[src/rtl/div_ctrl.sv]
// Multi-cycle 32-iteration restoring divider controller for DIV/DIVU with HI/LO write strobe.
// Optional macro DIV_ZERO_FAST_EN: a zero divisor short-circuits through a DIVZERO state.
module div_ctrl #(
    parameter int DATA_W = 32
) (
    input  logic              clk,
    input  logic              rstn,
    input  logic              start,
    input  logic              signed_div,
    input  logic [DATA_W-1:0] dividend,
    input  logic [DATA_W-1:0] divisor,
    input  logic              cancel,
    output logic              stall_out,
    output logic              busy,
    output logic              done,
    output logic [DATA_W-1:0] quotient,
    output logic [DATA_W-1:0] remainder,
    output logic              whilo_out
);

    typedef enum logic [1:0] {
        S_IDLE,
        S_ON,
        S_END
`ifdef DIV_ZERO_FAST_EN
        , S_DIVZERO
`endif
    } state_t;

    state_t              state, next_state;
    logic                accept, load;
    logic                dvd_neg, dvs_neg, dvs_zero;
    logic [DATA_W-1:0]   dvd_raw, dvs_mag;
    logic [2*DATA_W-1:0] work, step;
    logic [5:0]          cnt;
    logic [DATA_W:0]     trial;
    logic                ge;
    logic [DATA_W-1:0]   rem_next, q_raw, r_raw, fix_q, fix_r;

    // {rem, quot}: the shifted-out quotient MSB joins rem to form the 33-bit trial value
    always_comb begin
        trial    = work[2*DATA_W-1:DATA_W-1];
        ge       = (trial >= {1'b0, dvs_mag});
        rem_next = ge ? (work[2*DATA_W-2:DATA_W-1] - dvs_mag) : work[2*DATA_W-2:DATA_W-1];
        step     = {rem_next, work[DATA_W-2:0], ge};
        q_raw    = step[DATA_W-1:0];
        r_raw    = step[2*DATA_W-1:DATA_W];
        if (dvs_zero) begin
            fix_q = '1;
            fix_r = dvd_raw;
        end else begin
            fix_q = (dvd_neg ^ dvs_neg) ? (~q_raw + 1'b1) : q_raw;
            fix_r = dvd_neg ? (~r_raw + 1'b1) : r_raw;
        end
    end

    always_comb begin
        next_state = state;
        stall_out  = 1'b0;
        busy       = 1'b0;
        done       = 1'b0;
        accept     = 1'b0;
        load       = 1'b0;
        case (state)
            S_IDLE: begin
                if (start && !cancel) begin
                    accept     = 1'b1;
                    stall_out  = 1'b1;
                    next_state = S_ON;
`ifdef DIV_ZERO_FAST_EN
                    if (divisor == '0) next_state = S_DIVZERO;
`endif
                end
            end
`ifdef DIV_ZERO_FAST_EN
            S_DIVZERO: begin
                stall_out  = 1'b1;
                busy       = 1'b1;
                load       = 1'b1;
                next_state = S_END;
            end
`endif
            S_ON: begin
                stall_out = 1'b1;
                busy      = 1'b1;
                if (cnt == 6'd31) begin
                    load       = 1'b1;
                    next_state = S_END;
                end
            end
            S_END: begin
                done = 1'b1;
                if (!start) next_state = S_IDLE;
            end
            default: next_state = S_IDLE;
        endcase
        // Flush overrides everything; a result not yet written is dropped
        if (cancel) begin
            next_state = S_IDLE;
            load       = 1'b0;
        end
    end

    always_ff @(posedge clk or negedge rstn) begin
        if (!rstn) begin
            state     <= S_IDLE;
            dvd_neg   <= 1'b0;
            dvs_neg   <= 1'b0;
            dvs_zero  <= 1'b0;
            dvd_raw   <= '0;
            dvs_mag   <= '0;
            work      <= '0;
            cnt       <= '0;
            quotient  <= '0;
            remainder <= '0;
            whilo_out <= 1'b0;
        end else begin
            state     <= next_state;
            whilo_out <= load;
            if (accept) begin
                dvd_neg  <= signed_div & dividend[DATA_W-1];
                dvs_neg  <= signed_div & divisor[DATA_W-1];
                dvs_zero <= (divisor == '0);
                dvd_raw  <= dividend;
                dvs_mag  <= (signed_div && divisor[DATA_W-1]) ? (~divisor + 1'b1) : divisor;
                work     <= {{DATA_W{1'b0}},
                             (signed_div && dividend[DATA_W-1]) ? (~dividend + 1'b1) : dividend};
                cnt      <= '0;
            end else if (state == S_ON) begin
                work <= step;
                cnt  <= cnt + 1'b1;
            end
            if (load) begin
                quotient  <= fix_q;
                remainder <= fix_r;
            end
        end
    end

endmodule

[config.mk]
export PLATFORM = sky130hd
export DESIGN_NAME = div_ctrl
export DESIGN_NICKNAME = d
export VERILOG_FILES = /design/src/rtl/div_ctrl.sv
export SDC_FILE = /design/constraint.sdc
export NUM_CORES = 1
export LEC_CHECK = 0
export BUFFER_PORTS_ARGS = -buffer_cell sky130_fd_sc_hd__buf_2
export CAP_MARGIN = 20
export CORE_MARGIN = 4
export CORE_UTILIZATION = 23
export DETAILED_ROUTE_END_ITERATION = 6
export RECOVER_POWER = 100
export SYNTH_ARGS = -nofsm -noshare
export SYNTH_HDL_FRONTEND = slang
export SYNTH_SLANG_ARGS = --single-unit
export TNS_END_PERCENT = 10
[constraint.sdc]
create_clock -name clk -period 7.1 [get_ports clk]
set_clock_uncertainty 0.05 [all_clocks]
set_input_delay 0.355 -clock clk [delete_from_list [all_inputs] [get_ports clk]]
set_output_delay 0.355 -clock clk [all_outputs]
set_load 0.03 [all_outputs]
==> impl_metrics.py <==
metrics = {
    "run_status": {
        "status": "finished with violations",
        "violations": "capacitance limit, slew limit",
    },
    "min_path": {
        "worstHoldStart": "dividend[14]",
        "hold_path_depth": 3,
        "holdPathEnd": "dvd_raw[14]",
        "holdCritPathClass": "in -> reg",
    },
    "final_layout": {
        "fillCellCount": 6195,
        "mostFrequentLayoutCells": "nand2_1 (281), dfrtp_1 (203), o21ai_0 (152)",
        "area_growth_pct": 17.35,
        "drive_gt1_frac": 0.07612,
        "fin_nets": 1822,
        "multiInputGateArea_sq_um": 7470,
        "final_common_cell": "nand2_1",
        "ff_latch_area_sq_um": 5106,
        "instances_no_fill": 2495,
    },
    "sta": {
        "worst_hold_slack_ns": 0.02888,
        "setup_viol": 0,
        "hold_viol": 0,
        "tightest_slew_ns": 4.244,
        "fmax_mhz": 168.1,
        "rsz0062_at_grt": "no",
        "slew_headroom": -1.829,
        "setup_tns_ns": 0,
        "min_period_ns": 5.949,
        "drv_slew": 302,
        "timing.final.crit_share": 0.8379,
    },
    "drt": {
        "drt_iter0_markers": 847,
        "ant_nets": 0,
        "vias_per_cell": 4.923,
        "drt-total-wl_microns": 43760,
        "drt-pass1-iter-count": 5,
        "drc_errors": 0,
        "dr_total_vias": 12280,
        "wl_per_cell_microns": 17.54,
    },
    "clock_tree": {
        "insertion_delay_ns": 0.54,
        "cts_tree": "yes",
        "cts.clk_slew.worst_paths_ns": 0.06,
        "cts.sinks": 204,
        "cts_resized": 0,
        "h-tree-depth": 1,
        "cts_buffers": 25,
        "root_buffer": "clkbuf_16",
        "ctsLongestPathBuffers": 3,
    },
    "worst_setup_path": {
        "crit_arrival_ns": 6.31,
        "reg2reg_slack_ns": 1.15,
        "critical_path_peak_fanout": 10,
        "path_class": "reg -> reg",
        "timing.rr.end": "remainder[28]",
        "cp-end-kind": "flop",
        "critPathLaunchType": "flop",
        "critPathRequiredTime_ns": 7.46,
        "r2r-start": "work[41]",
        "reg2reg_depth": 17,
    },
    "synth": {
        "syn-num-nets": 1730,
        "synthesis.area_sq_um": 13210,
        "synth_seq_cells": 204,
        "yosysWarnings": 0,
        "ys_types": 70,
        "synth-main-ff-cell": "dfrtp_1",
        "synth_edf_count": 0,
        "synth_cells": 1623,
        "ys_seq_area_frac": 0.3865,
        "syn_avg_cell_area_sq_um": 8.137,
        "synthArstFlopShare": 1.000,
    },
    "die": {
        "pin_count": 137,
        "die_h_microns": 247.6,
        "rows": 87,
        "design.die.area_sq_um": 61320,
        "die_w_microns": 247.6,
        "start_util": 0.2333,
        "coreArea_sq_um": 56600,
    },
    "pwr": {
        "p_comb_frac": 0.511,
        "net-switching-power_uw": 2803,
        "ir_worst_vdd_uv": 156.4,
        "p_leak_uw": 0.006540,
        "clkPwrFrac": 0.233,
        "p_per_area_nw_per_um2": 407.4,
        "internal_power_uw": 3511,
        "seqPwrFrac": 0.256,
        "switching_share": 0.4439,
    },
    "job": {
        "maxCapViolCount": 5,
    },
    "global_routing": {
        "grt_max_degree": 133,
        "grt.overflow.total": 0,
        "antenna_found_initial": 10,
        "grt_pass1_vias": 12140,
        "grt_pass1_wl_microns": 68710,
        "grt_use_total": 0.1394,
    },
    "placement": {
        "dp.cells": 2435,
        "port_buffers": 136,
        "hpwl_microns": 33010,
        "gp_congestion": 0.8754,
    },
}
[metrics by stage]
step / power (uW) / utilization / area (sq um) / setup WS [ns]
6_report: 6314 / 0.2738 / 15500 / 1.151
5_1_grt: 6796 / 0.2736 / 15490 / 0.7031
3_5_place_dp: 4863 / 0.2580 / 14600 / 1.459
2_1_floorplan: 4008 / - / 13210 / 1.743
4_1_cts: 6378 / 0.2761 / 15630 / 1.438
3_3_place_gp: 4830 / 0.2577 / 14590 / 1.565
[sequential cells by signal, indices dropped and copies added (netlist names)]
| register | count |
|---|---|
| dvs_zero | 1 |
| dvd_neg | 1 |
| dvd_raw | 32 |
| dvs_neg | 1 |
| quotient | 32 |
| remainder | 32 |
| dvs_mag | 32 |
| state | 2 |
| work | 64 |
| cnt | 6 |
| whilo_out | 1 |
[per-layer routing]
metal  vias up  GRT usage  wire length [microns]
met5         -          0                     43
met4         8    0.02837                    776
met3        52    0.03025                   2565
met2       292     0.2354                  21260
met1      5996     0.1843                  19120
li1       5936          -                      -
[cell type report]
class	count	share of cell area
clock buffer	29	0.04327
tap	756	0.06104
clock inverter	17	0.01784
sequential	204	0.3295
timing repair buffer	158	0.05151
antenna	5	0.0008074
inverter	58	0.01405
multi-input combinational	1268	0.4820
[power groups by stage]
| stage | Sequential (uW) | Clock, uW | Combinational, uW |
|---|---|---|---|
| after floorplan | 1600 | 0 | 2410 |
| after global placement | 1630 | 0 | 3200 |
| after detailed placement | 1640 | 0 | 3220 |
| after CTS | 1620 | 1510 | 3240 |
| after global routing | 1650 | 1560 | 3590 |
| final | 1620 | 1470 | 3220 |
[critical path: stages (launching register included)]
cell and delay [ns]:
dfrtp_1 0.44, ha_1 0.39, a21o_1 0.32, a311oi_1 0.44
o21ai_0 0.21, a211o_1 0.37, or3_2 0.55, inv_1 0.13
mux2i_1 0.30, ha_1 0.24, nand2_1 0.07, or4_1 0.49
nor4_1 0.47, a31oi_1 0.37, or2_2 0.40, o31ai_1 0.32
xnor2_1 0.16, o22ai_1 0.09
[cells by family after synthesis]
group                      count (synthesis)  share of synthesized area
adders and majority gates                 38                    0.03657
AOI/OAI and AO/OA                        468                     0.2203
DFF                                      204                     0.3865
muxes                                     28                    0.02170
buffers and inverters                    151                    0.04510
and+or+nand+nor                          606                     0.2049
xor gates and xnor gates                 128                    0.08489
[worst max path at each step]
stage,start,slack [ns],depth (start not counted),end
final,work[41],1.15,17,remainder[28]
after global routing,work[41],0.70,17,remainder[28]
after CTS,work[41],1.44,17,remainder[30]
after detailed placement,work[41],1.46,17,remainder[30]
after global placement,work[41],1.57,17,remainder[30]
after floorplan,work[41],1.74,22,remainder[30]
[synth_stat cells, types with 12 or more instances]
| library cell | instances | area (sq um) |
|---|---|---|
| o21ai_0 | 151 | 755.7 |
| xnor2_1 | 69 | 604.3 |
| nor4_1 | 16 | 100.1 |
| nor2_1 | 147 | 551.8 |
| and3_1 | 17 | 106.4 |
| ha_1 | 37 | 462.9 |
| inv_1 | 57 | 214.0 |
| nor3_1 | 36 | 180.2 |
| xor2_1 | 59 | 516.8 |
| clkbuf_1 | 77 | 289.0 |
| mux2i_1 | 26 | 260.3 |
| a31oi_1 | 26 | 162.7 |
| nand3_1 | 27 | 135.1 |
| a21o_1 | 16 | 120.1 |
| o31ai_1 | 27 | 202.7 |
| nand2_1 | 281 | 1055 |
| a21oi_1 | 119 | 595.6 |
| or3_1 | 19 | 118.9 |
| a211oi_1 | 21 | 157.7 |
| dfrtp_1 | 204 | 5105 |
| o22ai_1 | 12 | 75.07 |
| or4_1 | 12 | 90.09 |
| o21a_1 | 17 | 127.6 |
[repair_timing]
| item | 4_1_cts | 5_1_grt |
|---|---|---|
| buffers inserted | 0 | 0 |
| hold endpoints to repair | 80 | 0 |
| hold buffers | 8 | 0 |
No activity file was read; power rests on OpenSTA's default activity.
